File: src/rtl/psi_dma_arbiter.sv
// Packet-granular round-robin arbiter sharing the psi parallel port among NREQ DMA
// engines; one engine owns the port from its request through its pkt_end beat.
module psi_dma_arbiter #(
  parameter int NREQ  = 4,
  parameter int DSIZE = 32,
  parameter int IDW   = 2,
  parameter int CNTW  = 16
) (
  input  logic                  p_clk,
  input  logic                  rst,
  input  logic [NREQ-1:0]       m_req,
  input  logic [NREQ*DSIZE-1:0] m_data,
  input  logic [NREQ-1:0]       m_pkt_end,
  output logic [NREQ-1:0]       m_grant,
  output logic [NREQ-1:0]       m_ready,
  output logic                  s_req,
  input  logic                  s_grant,
  input  logic                  s_ready,
  output logic [DSIZE-1:0]      s_data,
  output logic                  s_pkt_end,
  output logic                  busy,
  output logic [IDW-1:0]        sel_id,
  output logic [CNTW-1:0]       pkt_count
);

  typedef enum logic [1:0] {
    IDLE = 2'd0,
    REQ  = 2'd1,
    XFER = 2'd2,
    DONE = 2'd3
  } state_t;

  state_t           state, state_nxt;
  logic [IDW-1:0]   last;
  logic [IDW-1:0]   winner;
  logic [IDW-1:0]   cand;
  logic             pkt_done;
  logic [DSIZE-1:0] words [NREQ];

  for (genvar g = 0; g < NREQ; g++) begin : g_word
    assign words[g] = m_data[g*DSIZE +: DSIZE];
  end

  // Scanning from the farthest candidate down means the nearest requester after last wins.
  always_comb begin
    winner = '0;
    cand   = '0;
    for (int k = NREQ; k >= 1; k--) begin
      cand = IDW'((int'(last) + k) % NREQ);
      if (m_req[cand]) winner = cand;
    end
  end

  assign pkt_done = (state == XFER) && s_ready && m_pkt_end[sel_id];

  always_comb begin
    state_nxt = state;
    s_req     = 1'b0;
    busy      = 1'b0;
    m_grant   = '0;
    m_ready   = '0;
    s_data    = '0;
    s_pkt_end = 1'b0;
    case (state)
      IDLE: begin
        if (|m_req) state_nxt = REQ;
      end
      REQ: begin
        s_req = 1'b1;
        busy  = 1'b1;
        if (s_grant) state_nxt = XFER;
      end
      XFER: begin
        s_req            = 1'b1;
        busy             = 1'b1;
        m_grant[sel_id]  = s_grant;
        m_ready[sel_id]  = s_ready;
        s_data           = words[sel_id];
        s_pkt_end        = m_pkt_end[sel_id];
        if (pkt_done) state_nxt = DONE;
      end
      DONE: begin
        state_nxt = IDLE;
      end
      default: state_nxt = IDLE;
    endcase
  end

  // Owner is latched on leaving IDLE and held until the packet's last beat.
  always_ff @(posedge p_clk) begin
    if (rst) begin
      state     <= IDLE;
      last      <= IDW'(NREQ - 1);
      sel_id    <= '0;
      pkt_count <= '0;
    end else begin
      state <= state_nxt;
      if (state == IDLE && |m_req) sel_id <= winner;
      if (pkt_done) begin
        last <= sel_id;
        if (pkt_count != '1) pkt_count <= pkt_count + CNTW'(1);
      end
    end
  end

endmodule

File: config.mk
export PLATFORM = sky130hd
export DESIGN_NAME = psi_dma_arbiter
export DESIGN_NICKNAME = d
export VERILOG_FILES = /design/src/rtl/psi_dma_arbiter.sv
export SDC_FILE = /design/constraint.sdc
export NUM_CORES = 1
export LEC_CHECK = 0
export CAP_MARGIN = 20
export CELL_PAD_IN_SITES_DETAIL_PLACEMENT = 0
export CELL_PAD_IN_SITES_GLOBAL_PLACEMENT = 2
export CORE_UTILIZATION = 34
export CTS_BUF_LIST = sky130_fd_sc_hd__clkbuf_4
export DETAILED_ROUTE_END_ITERATION = 8
export DONT_BUFFER_PORTS = 1
export GPL_TIMING_DRIVEN = 0
export PLACE_DENSITY = 0.94
export SYNTH_ARGS = -nofsm -noshare
export SYNTH_HDL_FRONTEND = slang
export SYNTH_SLANG_ARGS = --single-unit
File: constraint.sdc
create_clock -name p_clk -period 2.3 [get_ports p_clk]
set_input_delay 0.115 -clock p_clk [delete_from_list [all_inputs] [get_ports p_clk]]
set_output_delay 0.115 -clock p_clk [all_outputs]
set_load 0.005 [all_outputs]
Yosys cells after proc, flatten, opt, wreduce, memory -nomap -nowiden. Index checks and enable logic that the tools add are counted. Widths: inputs -> output; s select.

Register bits: 22. Bits of input ports: 140. Output and inout port bits: 61. Word-level logic and storage cells: 63.

Add/sub/neg operators: 5. Order comparisons: 7. Eq/ne operators: 7. Muxes and demuxes: 28. Bitwise logic cells: 3. Reduce and logical (&&, ||, !) cells: 9.

Operators by type and width (count): $mux 32 (3); $bmux 32 s2 (1); $add 16x1->16 const B (1); $ne 16x16->1 const B (1); $lt 2x3->1 const B (5); $mux 2 (7); $bmux 1 s2 (5); $and 4x4->4 (2); $mux 1 (8); $mux 4 (2); $pmux 2 s4 (1); $ne 2x2->1 const B (3); $add 2x1->2 const B (2); $add 2x2->2 const B (2); $eq 2x2->1 const B (2); $logic_and 1x1->1 (4); $reduce_or 4->1 (1); $ge 3x3->1 const B (1); $not 2->3 (1); $reduce_and 3->1 (1); $demux 1 s2 (1); $eq 2x1->1 const B (1); $ge 2x1->1 const B (1); $logic_not 2->1 (1); other kinds (2) (2).

Longest topological paths before layout. Gate-level depths: netlist (run 1).

Word-level depth: 7. Mapped depth: 10. Mapped depth without buffers: 7.

Worst setup path after synthesis (run 1). Ideal clock, no wire load.

Path kind: register -> register. Start point: register state[0]. End point: register state[0]. Library setup time: 0.134 ns. Arrival time: 1.748 ns. Required time: 2.166 ns. Slack: 0.418 ns. Stages on the path, launching flop included: 10. Buffers on the path: 2. Clock period less this slack: 1.882 ns. Cells stage by stage: dfxtp_1 inv_1 ha_1 buf_2 nand3b_1 o22a_1 buf_2 a221o_1 nor3_1 a211oi_1.

Cells in the longest elaborated chain, start to end: 5. Elaborated cells between the ends (all ways): 11. Classes of those cells: eq/ne (6); mux (1); reduce/logical (4).

RTL lines: start: declaration (line 33) `state_t state, state_nxt;`; start signal: assignment (line 97) `state <= state_nxt;`; $eq 2x2->1 (line 54, 64); $logic_and 1x1->1 (2 in a row) (line 54) `assign pkt_done = (state == XFER) && s_ready && m_pkt_end[sel_id];`; $ne 2x2->1 (no source line); $reduce_and 3->1 (no source line).

Parallel ways exist; a longest one is shown, timed or not. A chain may end at the register's enable or synchronous reset.

Worst setup path in the final report (run 1).
Start point: register sel_id[0]. End point: output port s_data[20].

Cells in the longest elaborated chain, start to end: 5.

RTL lines: start: declaration (line 22) `output logic [IDW-1:0] sel_id,`; start signal: assignment (line 98) `if (state == IDLE && |m_req) sel_id <= winner;`; $not 2->3 (implied by the code) (line 78) `s_data = words[sel_id];`; $bmux 32 s2 (line 78); $mux 32 (implied by the code) (2 in a row) (line 78); $mux 32 (line 64) `case (state)`; end: declaration (line 19) `output logic [DSIZE-1:0] s_data,`.

No other way between the ends. The select of a mux whose other input is x is not followed.

==> results.sh, run 1 <==
export IMPL_syn_cell_area_um2=2280
export IMPL_finalHoldViolCount=0
export IMPL_synth_area_leaders="mux4_2 32%, dfxtp_1 19%, and2_1 9.1%"
export IMPL_pre_cts_ws_ps=54.7
export IMPL_syn_inst=230
export IMPL_vias_per_cell=6.43
export IMPL_relSlewSlack=0.579
export IMPL_yosysMostFrequentCell="and2_1"
export IMPL_grt_pass1_wl_um=11500
export IMPL_start_util=0.355
export IMPL_path_cells="buf_4 -> buf_4 -> mux4_2 -> and2_1"
export IMPL_powerDensity_nw_per_um2=672
export IMPL_synth_async_reset_ratio=0
export IMPL_synthFlopType="dfxtp_1"
export IMPL_setup_slack_ps=135
export IMPL_p_leak_nw=0.769
export IMPL_yosysTopAreaCell="mux4_2"
export IMPL_clock_skew_ps=5.46
export IMPL_die_area_um2=7030
export IMPL_whs_ps=40.7
export IMPL_crit_top_cell="buf_4"
export IMPL_synthTopCellsByCount="33 x and2_1, 32 x mux4_2, 24 x nor2_1, 22 x dfxtp_1, 12 x xnor2_1"
export IMPL_die_x_um=83.8
export IMPL_vias=2018
export IMPL_io_buffers=0
export IMPL_syn_area_per_cell_um2=9.90
export IMPL_cap_violations=0
export IMPL_status="complete, but fails checks"
export IMPL_grt_remaining_overflow=0
export IMPL_routabilityCongestion=0.938
export IMPL_fin_cells=314
export IMPL_synthesis_nets=375
export IMPL_ys_seq_area_frac=0.193
export IMPL_crit_type="register to output pin"
export IMPL_tns_ps=0
export IMPL_fin_nets=384
export IMPL_final_setup_viol_count=0
export IMPL_fmax_mhz=462
export IMPL_worstPathMaxFanout=10
export IMPL_clock_sinks=22
export IMPL_clockRootBuffer="clkbuf_4"
export IMPL_synth_seq_cells=22
export IMPL_post_route_drc_count=30
export IMPL_core_um2=6420
export IMPL_cts_buffers=3
export IMPL_layout_drive_gt1_share=0.232
export IMPL_grt_total_usage=0.213
export IMPL_multi_input_area_um2=1730
export IMPL_rsz0062_at_grt="false"
export IMPL_cts_max_path_buffers=2
export IMPL_htreeDepth=1
export IMPL_end_kind="output pin"
export IMPL_crit_slowest_cell="mux4_2"
export IMPL_required_ps=2180
export IMPL_critPathMaxStageDelay_ps=530
export IMPL_drt_antenna_violating_nets=0
export IMPL_fill_cells=679
export IMPL_holdCritPathClass="input pin to register"
export IMPL_drtIter0Drc=75
export IMPL_synth_edf_count=0
export IMPL_die_y_um=83.8
export IMPL_arrival_ps=2050
export IMPL_grt_pass1_vias=2067
export IMPL_finalMaxSlewViolations=0
export IMPL_fin_crit_ps=2170
export IMPL_hpwl_um=6640
export IMPL_seq_area_um2=440
export IMPL_yosys_warnings=0
export IMPL_grt_max_degree=12
export IMPL_yosysUniqueCellTypes=44
export IMPL_synth_top_area_frac=0.316
export IMPL_worst_pin_slew_ps=627
export IMPL_vdd_drop_max_mv=0.257
export IMPL_path_clk_slew_ps=120
export IMPL_placed_cells=307
export IMPL_rows=29
export IMPL_antenna_found_initial=1
export IMPL_io_pins=201
export IMPL_area_growth_pct=7.20
export IMPL_cts_tree="done"
export IMPL_drtPass1Iterations=6
export IMPL_violations="DRC"
export IMPL_n_antenna_cell=0
export IMPL_startpoint_type="register"
export IMPL_clkLatencyLatePin_ps=310
export IMPL_routed_wl_um=7790
export IMPL_wl_per_cell_um=24.8
export IMPL_period_share=0.941
==> worst max-delay path: cells and delay by family (launching register included) <==
family	cells	cell delay, ps
simple gates	1	200
mux	1	530
buf+inv	2	530
flops	1	480
==> metal layers <==
layer	GRT usage	wire length [um]	vias to the layer above
li1	-	-	879
met1	0.230	2800	989
met2	0.384	3960	127
met3	0.0870	850	21
met4	0.0549	165	2
met5	0	8	-
==> timing repair <==
item                                   4_1_cts  5_1_grt
setup endpoints to repair                    9       18
endpoints found under the hold margin        2        0
hold buffers                                 3        0
pin swaps                                    0        1
setup buffers                                0        1
cloned                                       0        0
resized for setup                            2        2
==> power by group <==
group,switching [mW],total (mW),internal (mW)
Clock,0.114,0.176,0.0612
Combinational,0.461,1.01,0.550
Sequential,0.0419,0.453,0.411
Total,0.618,1.64,1.02
==> cells in the final DEF, fill, tap and decap left out, drive strengths merged, types with 2 or more instances in the layout <==
cell type and count:
dfxtp 22, o221ai 3, o21ai 4, or3 2
nor2 25, nor4 6, mux4 32, nand3 8
dlygate4sd3 3, mux2i 4, ha 5, nand2 11
and2 33, buf 10, clkbuf 11, mux2 2
nor3 11, xnor2 12, nor2b 4, inv 6
nand2b 2, a311oi 2, nor3b 2, nand4 4
a21oi 2
==> registers in the layout (all words and copies together) (netlist names) <==
register and flops:
pkt_count 16, sel_id 2, last 2, state 2
==> metrics by stage <==
stage	power, mW	cell area (um2)	utilization
final	1.64	2440	0.380
after floorplan	1.30	2280	-
after global placement	1.45	2370	0.370
after detailed placement	1.47	2370	0.370
after CTS	1.66	2430	0.378
after global routing	1.76	2440	0.380
==> cells by family (layout without fill, tap and decap cells) <==
kind of cell	Yosys count	in the layout	share of synthesized area
AOI/OAI and AO/OA	16	16	0.0500
xor gates and xnor gates	12	12	0.0462
adders and majority gates	5	5	0.0275
buffers and inverters	23	30	0.0472
DFF	22	22	0.193
muxes	38	38	0.344
and+or+nand+nor	114	114	0.292
==> cell type report <==
cell class | count | share of cell area
Inverter | 6 | 0.00923
Clock buffer | 3 | 0.00923
Buffer | 17 | 0.0379
Sequential cell | 22 | 0.180
Timing Repair Buffer | 4 | 0.0154
Multi-Input combinational cell | 185 | 0.708
Tap cell | 77 | 0.0395
==> final timing paths <==
| path | start | to | slack [ps] | cells after the start |
|---|---|---|---|---|
| max | sel_id[0] | s_data[20] | 130 | 4 |
| min | m_req[1] | sel_id[0] | 40 | 2 |
| max reg2reg | state[0] | pkt_count[7] | 190 | 10 |
| min reg2reg | state[1] | state[1] | 540 | 2 |
Power figures use the tool's default switching activity.
==> inputs of run 2 (changes only) <==
--- a/config.mk
+++ b/config.mk
@@ -5,15 +5,16 @@
 export SDC_FILE = /design/constraint.sdc
 export NUM_CORES = 1
 export LEC_CHECK = 0
+export ABC_AREA = 1
 export CAP_MARGIN = 20
 export CELL_PAD_IN_SITES_DETAIL_PLACEMENT = 0
 export CELL_PAD_IN_SITES_GLOBAL_PLACEMENT = 2
-export CORE_UTILIZATION = 34
+export CORE_UTILIZATION = 30
 export CTS_BUF_LIST = sky130_fd_sc_hd__clkbuf_4
 export DETAILED_ROUTE_END_ITERATION = 8
 export DONT_BUFFER_PORTS = 1
 export GPL_TIMING_DRIVEN = 0
-export PLACE_DENSITY = 0.94
+export PLACE_DENSITY = 0.95
 export SYNTH_ARGS = -nofsm -noshare
 export SYNTH_HDL_FRONTEND = slang
 export SYNTH_SLANG_ARGS = --single-unit
==> results.sh, run 2 <==
export IMPL_r2r_setup_slack_ps=300
export IMPL_tns_ps=0
export IMPL_dpl_instance_area_um2=2430
export IMPL_arrival_ps=1930
export IMPL_grt_pass1_vias=2140
export IMPL_crit_type="register to output pin"
export IMPL_fin_crit_ps=2050
export IMPL_fmax_mhz=489
export IMPL_worst_pin_slew_ps=714
export IMPL_cts_max_path_buffers=2
export IMPL_mostFrequentLayoutCells="79 x nand2_1, 64 x a22oi_1, 40 x a21oi_1"
export IMPL_rows=31
export IMPL_synth_edf_count=0
export IMPL_startpoint_type="register"
export IMPL_cts_tree="done"
export IMPL_drt_antenna_violating_nets=0
export IMPL_required_ps=2180
export IMPL_yosysTopAreaCell="a22oi_1"
export IMPL_seq_power_share=0.242
export IMPL_powerDensity_nw_per_um2=781
export IMPL_routed_wl_um=8530
export IMPL_cts_buffers=3
export IMPL_end_kind="output pin"
export IMPL_clkLatencyLatePin_ps=320
export IMPL_combPwrFrac=0.599
export IMPL_finalMaxSlewViolations=0
export IMPL_critPathMaxStageDelay_ps=580
export IMPL_core_um2=7330
export IMPL_grt_pass1_wl_um=11100
export IMPL_syn_inst=360
export IMPL_synthFlopType="dfxtp_1"
export IMPL_clock_skew_ps=22.0
export IMPL_routabilityCongestion=0.838
export IMPL_largest_reg_flops=16
export IMPL_relSlewSlack=0.524
export IMPL_finalHoldViolCount=0
export IMPL_yosys_warnings=0
export IMPL_largest_register="pkt_count"
export IMPL_fin_nets=511
export IMPL_hp_start="rst"
export IMPL_whs_path_depth=3
export IMPL_io_pins=201
export IMPL_antenna_found_initial=0
export IMPL_vdd_drop_max_mv=0.337
export IMPL_synth_top_area_frac=0.208
export IMPL_path_cells="nand2_2 -> inv_2 -> clkbuf_1 -> a22oi_1 -> a21oi_1"
export IMPL_path_clk_slew_ps=150
export IMPL_area_growth_pct=8.25
export IMPL_final_setup_viol_count=0
export IMPL_n_antenna_cell=0
export IMPL_grt_max_degree=14
export IMPL_die_area_um2=8040
export IMPL_post_cts_buffers=0
export IMPL_pwr_share_clk=0.159
export IMPL_r2r_end="pkt_count[0]"
export IMPL_final_common_cell="nand2_1"
export IMPL_yosysUniqueCellTypes=33
export IMPL_syn_area_per_cell_um2=6.40
export IMPL_start_util=0.314
export IMPL_die_y_um=89.7
export IMPL_die_x_um=89.7
export IMPL_synth_area_leaders="a22oi_1 21%, dfxtp_1 19%, nand2_1 13%"
export IMPL_holdCritPathClass="input pin to register"
export IMPL_clock_sinks=22
export IMPL_status="complete, no violations"
export IMPL_intPower_uw=992
export IMPL_wl_per_cell_um=18.4
export IMPL_cap_violations=0
export IMPL_vias=2595
export IMPL_htreeDepth=1
export IMPL_reg2regPathDepth=9
export IMPL_holdPathEnd="pkt_count[12]"
export IMPL_drtIter0Drc=107
export IMPL_grt_total_usage=0.185
export IMPL_layout_drive_gt1_share=0.115
export IMPL_drtPass1Iterations=5
export IMPL_synth_async_reset_ratio=0
export IMPL_r2r_start="pkt_count[0]"
export IMPL_synthesis_nets=505
export IMPL_hpwl_um=7070
export IMPL_crit_slowest_cell="dfxtp_1"
export IMPL_ys_seq_area_frac=0.191
export IMPL_rsz0062_at_grt="false"
export IMPL_io_buffers=0
export IMPL_yosysMostFrequentCell="nand2_1"
export IMPL_post_route_drc_count=0
export IMPL_syn_cell_area_um2=2300
export IMPL_p_sw_frac=0.491
export IMPL_vias_per_cell=5.59
export IMPL_grt_remaining_overflow=0
export IMPL_synthTopCellsByCount="79 x nand2_1, 64 x a22oi_1, 40 x a21oi_1, 31 x inv_1, 27 x nor2_1"
export IMPL_synth_seq_cells=22
export IMPL_period_share=0.890
export IMPL_switchingPower_uw=956
export IMPL_finalInstanceArea_um2=2490
export IMPL_p_leak_nw=0.930
export IMPL_worstPathMaxFanout=10
export IMPL_clockRootBuffer="clkbuf_4"
## run 2: cell types whose count changed after synthesis, moves of 8 or more
cell,delta
and2_1,-33
inv_1,+25
xor2_1,+8
xnor2_1,-9
a21oi_1,+38
a22oi_1,+64
mux4_2,-32
nand2_2,+11
nand2_1,+68
clkbuf_1,+8
a21oi_2,+8
## run 2: worst max path at each step
stage,from,to,slack (ps)
finish,sel_id[1],s_data[24],250
detailed placement,pkt_count[0],pkt_count[7],320
global route,sel_id[1],s_data[20],9
global placement,pkt_count[0],pkt_count[6],340
floorplan,pkt_count[0],pkt_count[1],650
CTS,sel_id[1],s_data[7],80
## run 2: per-stage QoR
step | total power [mW] | hold WS, ps | instances | utilization | worst slack (ps)
after floorplan | 1.37 | 184 | 360 | - | 649
after global placement | 1.62 | 185 | 459 | 0.331 | 339
after detailed placement | 1.64 | 187 | 459 | 0.331 | 318
after CTS | 1.96 | 28.9 | 464 | 0.340 | 78.0
after global routing | 2.17 | 29.6 | 464 | 0.340 | 9.43
final | 1.95 | 34.0 | 464 | 0.340 | 253
## run 2: worst max-delay path, delay by kind of cell (launching register included)
family	cells	cell delay, ps
AO/OA/AOI/OAI	2	380
buffers and inverters	2	520
flip-flops	1	580
AND/OR/NAND/NOR	1	130
## run 2: layout make-up
class | instances | area, um2
Timing Repair Buffer | 1 | 10.0
Multi-Input combinational cell | 283 | 1630
Tap cell | 99 | 124
Clock inverter | 1 | 30.0
Inverter | 35 | 138
Sequential cell | 22 | 440
Fill cell | 838 | 4840
Buffer | 20 | 103
Clock buffer | 3 | 22.5
## run 2: timing repair
| action | 4_1_cts | 5_1_grt |
|---|---|---|
| hold endpoints to repair | 4 | 0 |
| setup endpoints to repair | 0 | 7 |
| hold buffers | 1 | 0 |
| gates resized for setup | 0 | 6 |
## run 2: power groups by stage
stage | combinational [mW] | sequential [mW] | clock (mW)
5_1_grt | 1.35 | 0.481 | 0.335
4_1_cts | 1.17 | 0.472 | 0.320
3_5_place_dp | 1.16 | 0.481 | 0
3_3_place_gp | 1.14 | 0.480 | 0
6_report | 1.17 | 0.471 | 0.310
2_1_floorplan | 0.906 | 0.465 | 0
## run 2: kinds of logic after synthesis
kind of cell               after synthesis  synth area share
and+or+nand+nor                        147             0.292
AOI/OAI and AO/OA                      120             0.346
buffers and inverters                   55             0.103
DFF                                     22             0.191
xor gates and xnor gates                11            0.0418
adders and majority gates                5            0.0271
## run 2: per-layer routing
layer	vias up	GRT usage	part of all wire
met5	-	0	0
met4	0	0.0346	0.0045
li1	1267	-	-
met3	2	0.0622	0.11
met2	133	0.289	0.47
met1	1193	0.251	0.42
